[src/rtl/mem_access_ctrl.sv]
// -----------------------------------------------------------------------------
// mem_access_ctrl
//
// Memory-stage controller placed directly in front of the combinational
// load/store unit. It accepts one op from EX, checks its alignment, and
// drives the unit's read/write port. Returned load data is sign- or
// zero-extended, and the result is handed to WB. Only one op is in flight
// at a time, using a three-state FSM (IDLE -> ACCESS -> DONE).
//
// Optional build feature:
//   MEM_ACCESS_PERF_EN - adds 64-bit perf_loads / perf_stores counters.
//
// Ports:
//   clock, reset          system clock, synchronous active-high reset
//   in_valid/in_ready     EX handshake; in_ready is high only in IDLE
//   in_addr, in_wdata     effective address; store data or pass-through value
//   in_is_load/is_store   op kind (never both set); neither = pass-through
//   in_size, in_unsigned  access size (B/H/W/D), zero-extend a load
//   in_rd                 destination register index
//   mem_raddr/mem_rdata   LSU read port (rdata arrives right-aligned)
//   mem_wvalid/waddr/
//   mem_wdata/mem_wmask   LSU write port (data lane-shifted, mask unshifted)
//   mem_ready             memory completes the access this cycle
//   out_valid/out_ready   WB handshake
//   out_data, out_rd,
//   out_wen, out_misalign result to WB
//   perf_loads/stores     completed load/store counts (feature build only)
// -----------------------------------------------------------------------------
module mem_access_ctrl #(
    parameter int XLEN = 64,
    parameter int RD_W = 5
) (
    input  logic            clock,
    input  logic            reset,
    input  logic            in_valid,
    output logic            in_ready,
    input  logic [XLEN-1:0] in_addr,
    input  logic [XLEN-1:0] in_wdata,
    input  logic            in_is_load,
    input  logic            in_is_store,
    input  logic [1:0]      in_size,
    input  logic            in_unsigned,
    input  logic [RD_W-1:0] in_rd,
    output logic [XLEN-1:0] mem_raddr,
    input  logic [XLEN-1:0] mem_rdata,
    output logic            mem_wvalid,
    output logic [XLEN-1:0] mem_waddr,
    output logic [XLEN-1:0] mem_wdata,
    output logic [7:0]      mem_wmask,
    input  logic            mem_ready,
    output logic            out_valid,
    input  logic            out_ready,
    output logic [XLEN-1:0] out_data,
    output logic [RD_W-1:0] out_rd,
    output logic            out_wen,
    output logic            out_misalign
`ifdef MEM_ACCESS_PERF_EN
  , output logic [63:0]     perf_loads,
    output logic [63:0]     perf_stores
`endif
);

    typedef enum logic [1:0] {
        S_IDLE   = 2'd0,
        S_ACCESS = 2'd1,
        S_DONE   = 2'd2
    } state_e;

    state_e state_q, state_d;

    // Latched request
    logic [XLEN-1:0] addr_q,     addr_d;
    logic [XLEN-1:0] wdata_q,    wdata_d;
    logic            is_load_q,  is_load_d;
    logic            is_store_q, is_store_d;
    logic [1:0]      size_q,     size_d;
    logic            uns_q,      uns_d;

    // Result held for WB
    logic [XLEN-1:0] out_data_q,     out_data_d;
    logic [RD_W-1:0] out_rd_q,       out_rd_d;
    logic            out_wen_q,      out_wen_d;
    logic            out_misalign_q, out_misalign_d;

    // Natural alignment check; byte accesses can never fault.
    function automatic logic is_misaligned(input logic [1:0] size, input logic [2:0] low);
        logic mis;
        case (size)
            2'd0:    mis = 1'b0;
            2'd1:    mis = (low[0] != 1'b0);
            2'd2:    mis = (low[1:0] != 2'b00);
            2'd3:    mis = (low != 3'b000);
            default: mis = 1'b0;
        endcase
        return mis;
    endfunction

    // Extend the low bytes of right-aligned load data; D ignores unsigned.
    function automatic logic [XLEN-1:0] load_extend(input logic [XLEN-1:0] raw,
                                                     input logic [1:0]      size,
                                                     input logic            uns);
        logic [XLEN-1:0] res;
        case (size)
            2'd0:    res = {{(XLEN-8){raw[7] & ~uns}}, raw[7:0]};
            2'd1:    res = {{(XLEN-16){raw[15] & ~uns}}, raw[15:0]};
            2'd2:    res = {{(XLEN-32){raw[31] & ~uns}}, raw[31:0]};
            2'd3:    res = raw;
            default: res = raw;
        endcase
        return res;
    endfunction

    // Byte-enable mask before lane offset; the LSU applies addr[2:0] itself.
    function automatic logic [7:0] size_mask(input logic [1:0] size);
        logic [7:0] m;
        case (size)
            2'd0:    m = 8'h01;
            2'd1:    m = 8'h03;
            2'd2:    m = 8'h0F;
            2'd3:    m = 8'hFF;
            default: m = 8'h00;
        endcase
        return m;
    endfunction

    // Next-state and result computation for the three-state op FSM.
    always_comb begin
        state_d        = state_q;
        addr_d         = addr_q;
        wdata_d        = wdata_q;
        is_load_d      = is_load_q;
        is_store_d     = is_store_q;
        size_d         = size_q;
        uns_d          = uns_q;
        out_data_d     = out_data_q;
        out_rd_d       = out_rd_q;
        out_wen_d      = out_wen_q;
        out_misalign_d = out_misalign_q;

        case (state_q)
            S_IDLE: begin
                if (in_valid) begin
                    addr_d     = in_addr;
                    wdata_d    = in_wdata;
                    is_load_d  = in_is_load;
                    is_store_d = in_is_store;
                    size_d     = in_size;
                    uns_d      = in_unsigned;
                    out_rd_d   = in_rd;
                    // Alignment only matters for ops that actually touch memory.
                    if ((in_is_load || in_is_store) && is_misaligned(in_size, in_addr[2:0])) begin
                        out_misalign_d = 1'b1;
                        out_wen_d      = 1'b0;
                        out_data_d     = {XLEN{1'b0}};
                        state_d        = S_DONE;
                    end else if (in_is_load || in_is_store) begin
                        out_misalign_d = 1'b0;
                        out_wen_d      = in_is_load && (in_rd != {RD_W{1'b0}});
                        out_data_d     = {XLEN{1'b0}};
                        state_d        = S_ACCESS;
                    end else begin
                        out_misalign_d = 1'b0;
                        out_wen_d      = (in_rd != {RD_W{1'b0}});
                        out_data_d     = in_wdata;
                        state_d        = S_DONE;
                    end
                end else begin
                    state_d = S_IDLE;
                end
            end
            S_ACCESS: begin
                if (mem_ready) begin
                    if (is_load_q) begin
                        out_data_d = load_extend(mem_rdata, size_q, uns_q);
                    end else begin
                        out_data_d = out_data_q;
                    end
                    state_d = S_DONE;
                end else begin
                    state_d = S_ACCESS;
                end
            end
            S_DONE: begin
                if (out_ready) begin
                    state_d = S_IDLE;
                end else begin
                    state_d = S_DONE;
                end
            end
            default: begin
                state_d = S_IDLE;
            end
        endcase
    end

    // State, request and result registers with synchronous reset.
    always_ff @(posedge clock) begin
        if (reset) begin
            state_q        <= S_IDLE;
            addr_q         <= {XLEN{1'b0}};
            wdata_q        <= {XLEN{1'b0}};
            is_load_q      <= 1'b0;
            is_store_q     <= 1'b0;
            size_q         <= 2'd0;
            uns_q          <= 1'b0;
            out_data_q     <= {XLEN{1'b0}};
            out_rd_q       <= {RD_W{1'b0}};
            out_wen_q      <= 1'b0;
            out_misalign_q <= 1'b0;
        end else begin
            state_q        <= state_d;
            addr_q         <= addr_d;
            wdata_q        <= wdata_d;
            is_load_q      <= is_load_d;
            is_store_q     <= is_store_d;
            size_q         <= size_d;
            uns_q          <= uns_d;
            out_data_q     <= out_data_d;
            out_rd_q       <= out_rd_d;
            out_wen_q      <= out_wen_d;
            out_misalign_q <= out_misalign_d;
        end
    end

    assign in_ready     = (state_q == S_IDLE);
    assign out_valid    = (state_q == S_DONE);
    assign out_data     = out_data_q;
    assign out_rd       = out_rd_q;
    assign out_wen      = out_wen_q;
    assign out_misalign = out_misalign_q;

    // Write enable only while in ACCESS; held across mem_ready stalls.
    assign mem_wvalid = (state_q == S_ACCESS) && is_store_q;
    assign mem_raddr  = addr_q;
    assign mem_waddr  = addr_q;
    assign mem_wdata  = wdata_q << {addr_q[2:0], 3'b000};
    assign mem_wmask  = size_mask(size_q);

`ifdef MEM_ACCESS_PERF_EN
    logic [63:0] perf_loads_q, perf_loads_d;
    logic [63:0] perf_stores_q, perf_stores_d;
    logic        access_done_s;

    // Count completions only; misaligned ops never reach ACCESS.
    always_comb begin
        access_done_s = (state_q == S_ACCESS) && mem_ready;
        perf_loads_d  = perf_loads_q;
        perf_stores_d = perf_stores_q;
        if (access_done_s && is_load_q) begin
            perf_loads_d = perf_loads_q + 64'd1;
        end else begin
            perf_loads_d = perf_loads_q;
        end
        if (access_done_s && is_store_q) begin
            perf_stores_d = perf_stores_q + 64'd1;
        end else begin
            perf_stores_d = perf_stores_q;
        end
    end

    // Performance counter registers, wrapping naturally at 2^64.
    always_ff @(posedge clock) begin
        if (reset) begin
            perf_loads_q  <= 64'd0;
            perf_stores_q <= 64'd0;
        end else begin
            perf_loads_q  <= perf_loads_d;
            perf_stores_q <= perf_stores_d;
        end
    end

    assign perf_loads  = perf_loads_q;
    assign perf_stores = perf_stores_q;
`endif

endmodule

[config.mk]
export PLATFORM = sky130hd
export DESIGN_NAME = mem_access_ctrl
export DESIGN_NICKNAME = d
export VERILOG_FILES = /design/src/rtl/mem_access_ctrl.sv
export SDC_FILE = /design/constraint.sdc
export NUM_CORES = 1
export LEC_CHECK = 0
export CORE_MARGIN = 1
export CORE_UTILIZATION = 30
export CTS_CLUSTER_DIAMETER = 150
export DETAILED_ROUTE_END_ITERATION = 10
export MAX_ROUTING_LAYER = met4
export PLACE_DENSITY = 0.71
export SKIP_CTS_REPAIR_TIMING = 1
export SLEW_MARGIN = 0
export SYNTH_ARGS = -nofsm -noshare
export SYNTH_HDL_FRONTEND = slang
export SYNTH_SLANG_ARGS = --single-unit
[constraint.sdc]
create_clock -name clock -period 3.9 [get_ports clock]
set_input_delay 0.78 -clock clock [delete_from_list [all_inputs] [get_ports clock]]
set_output_delay 0.78 -clock clock [all_outputs]
set_load 0.01 [all_outputs]
==> metrics.md, run 1 <==
| Metric | Value |
|---|---|
| Critical Path Source Type | `register` |
| Die height | `188.4 um` |
| Clock Sinks | `roughly 200` |
| Layout cells sized above 1 | `roughly 6.6%` |
| Max transition margin | `between 20% and 30%` |
| CP Depth | `5` |
| Die area | `~35,000 um2` |
| Area Growth Syn to Fin | `51.53%` |
| Most frequent cells in the layout | `478 x clkdlybuf4s50_1, 350 x nand2_1, 203 x dfxtp_1` |
| Crit path launch | `mem_raddr[1]$_SDFFE_PP0P_` |
| Synth Net Count | `~1,500` |
| CP endpoint kind | `output port` |
| Final Max Slew Viols | `0` |
| Worst r2r dst | `out_data[57]$_SDFFE_PP0P_` |
| Area share of the largest cell type after synthesis | `between 30% and 40%` |
| Iter 0 DRT Violations | `839` |
| DR WL/cell | `~21 um` |
| Crit path to | `mem_wdata[61]` |
| Initial antenna violation count | `1` |
| Number of synthesized flops with an enable pin | `0` |
| R2R setup slack | `1330 ps` |
| HPWL Detailed | `32.48 mm` |
| Overflow left after global routing | `0` |
| Skew final | `approximately 12 ps` |
| Pin count of the biggest net entering global routing | `between 90 and 100` |
| Yosys warnings | `0` |
| Fin Setup TNS | `0 ps` |
| Mean area per synthesized cell | `7.785 um2` |
| WP data arrival | `2860 ps` |
| Pwr dens | `~390 nW/um2` |
| I/O Buffers | `around 480` |
| Placer Congestion | `~0.95` |
| Peak VDD IR | `between 0.2 and 0.3 mV` |
| Post-layout min period | `~3600 ps` |
| Remaining antenna violation count | `0` |
| R2R cell count | `6` |
| Worst-path cell chain | `buf_4 -> mux2_2 -> o21ai_0 -> mux2i_1 -> clkdlybuf4s50_1` |
| Clk slew on worst S/H paths | `approximately 50 ps` |
| DR pass1 iterations | `4` |
| Die width | `between 150 and 200 um` |
| Vias in the first global route | `approximately 11,000` |
| RR Startpoint | `state_q[0]$_SDFF_PP0_` |
| Critical Path RT | `roughly 3100 ps` |
| Final net count | `1,884` |
| Commonest non-fill, non-tap cell in the layout | `clkdlybuf4s50_1` |
| WS Path Type | `reg -> out` |
| Synth top area cells | `dfxtp_1 40%, nand2_1 13%, a21oi_1 9.6%` |
| Longest Clk Path Bufs | `3` |
| H-tree levels | `1` |
| Num ports | `481` |
| DR vias/cell | `a little over 5` |
| Max stage delay on crit path | `roughly 660 ps` |
| Max cap viols | `0` |
| Async SR Flop Fraction | `0%` |
| Hold Slack | `between 400 and 500 ps` |
| Cells after Synth | `approximately 1,300` |
| DRC viols | `0` |
| Row cnt | `67` |
| Vias | `approximately 11,000` |
| Post-synth cell types | `40` |
| Unrepaired setup endpoints after global routing | `false` |
| Yosys top cell by area | `dfxtp_1` |
| Setup violators final | `0` |
| P_leak | `about 5.8 nW` |
| Peak Freq | `0.2750 GHz` |
| Global-route wire length before repair | `~65 mm` |
| Cell Area, Synth | `10,420 um2` |
| CP Max Fanout | `23` |
| Post-Route WL | `44.22 mm` |
| Cts bufs inserted | `26` |
| CTS tree | `built` |
| Worst Tran Pin Value | `around 1100 ps` |
| Ys flop type | `dfxtp_1` |
| Post-route clock period utilization | `roughly 93%` |
| Yosys reg bits | `206` |
| Core ar. | `~34,000 um2` |
| Slowest CP cell | `dfxtp_2` |
| Hold wc startpoint | `wdata_q[59]$_SDFFE_PP0P_` |
| Status | `finished clean` |
| Final Hold Fails | `0` |
| Initial Util | `about 31%` |
| Crit-path leading delay family | `buffers and inverters` |
| Later-pin clock latency in the skew report | `~540 ps` |
| Seq/Total Area, Yosys | `a little under 40%` |
| GRT Overall Usage | `approximately 25%` |
| Root Driver | `clkbuf_16` |
| Hold WC Path Type | `reg -> reg` |
| Buffers & Inverters on Critical Path | `2` |
## how the worst min path moves through the flow
| stage | endpoint | slack (ps) | cells past startpoint |
|---|---|---|---|
| final | wdata_q[59]$_SDFFE_PP0P_ | 450 | 2 |
| after global routing | wdata_q[51]$_SDFFE_PP0P_ | 470 | 2 |
| after CTS | wdata_q[51]$_SDFFE_PP0P_ | 450 | 2 |
| after detailed placement | wdata_q[51]$_SDFFE_PP0P_ | 440 | 2 |
| after global placement | is_store_q$_SDFFE_PP0P_ | 440 | 2 |
| after floorplan | is_store_q$_SDFFE_PP0P_ | 430 | 2 |
## synth_stat cells (2+ instances only)
master     number
or2_2           2
o2bb2ai_1       2
nand2_1       350
nor2b_1         7
nor3_1          9
mux2_2         25
a22oi_1         2
o22ai_1        16
nor2_1         61
buf_4          69
o21ai_0        31
dfxtp_1       206
a21oi_1       200
and2_1         10
buf_2          10
mux2i_1        70
buf_6           2
nand4bb_1       2
inv_1           2
a32o_1         32
buf_1           8
a221oi_1        8
clkbuf_1      102
a21o_1         65
a211o_1        24
a21oi_2        10
## sequential cells by signal, summed over array words and instances (netlist names)
register	count
out_misalign	1
wdata_q	64
uns_q	1
mem_raddr	64
state_q	2
is_load_q	1
out_data	64
size_q	2
is_store_q	1
out_rd	5
out_wen	1
## cell families after synthesis
family	share of synthesized area, %
other	0.03598
multiplexers	9.423
flip-flops	39.56
AND/OR/NAND/NOR	17.44
buffers and inverters	9.747
AO/OA/AOI/OAI	23.79
## power by group
part	leakage (nW)	internal (mW)	total (mW)	switching, mW
registers	1.69	2.25	2.42	0.171
clock network	0.385	1.28	2.23	0.957
logic	3.76	0.797	1.55	0.756
## layout make-up
| class | count | area (um2) |
|---|---|---|
| Fill cell | 3313 | 18070 |
| Clock buffer | 36 | 718.2 |
| Timing Repair Buffer | 502 | 4994 |
| Inverter | 2 | 7.507 |
| Sequential cell | 206 | 4130 |
| Tap cell | 448 | 560.5 |
| Antenna cell | 1 | 2.502 |
| Clock inverter | 8 | 55.05 |
| Multi-Input combinational cell | 939 | 5328 |
## routing by layer
layer,GRT usage [%],routed length [um]
met1,33.08,19890
met2,37.33,20200
met3,4.321,2937
met4,7.072,1187
met5,-,0
## tightest hold or removal path, delay by kind of cell, from the launching register on
family           cells  cell delay (ps)
AO/OA/AOI/OAI        1               50
flip-flops           1              300
AND/OR/NAND/NOR      1               50
## metrics by stage
stage	instances	area, um2	utilization [%]	total power [mW]	worst slack (ps)
final	2142	15800	46.64	6.206	263.9
after global routing	2142	15800	46.64	6.486	150.5
after global placement	2097	15020	44.35	3.990	876.9
after CTS	2141	15790	46.63	6.264	256.1
after detailed placement	2097	15020	44.35	4.011	840.5
after floorplan	1339	10420	-	3.161	1442
Note: power is estimated with default switching activity, not from simulation.
==> run 2: changes to the inputs <==
Settings changed: SKIP_LAST_GASP from default to 1.
==> results of run 2 <==
The final DEF is identical to that of run 1; final timing and power are the same.
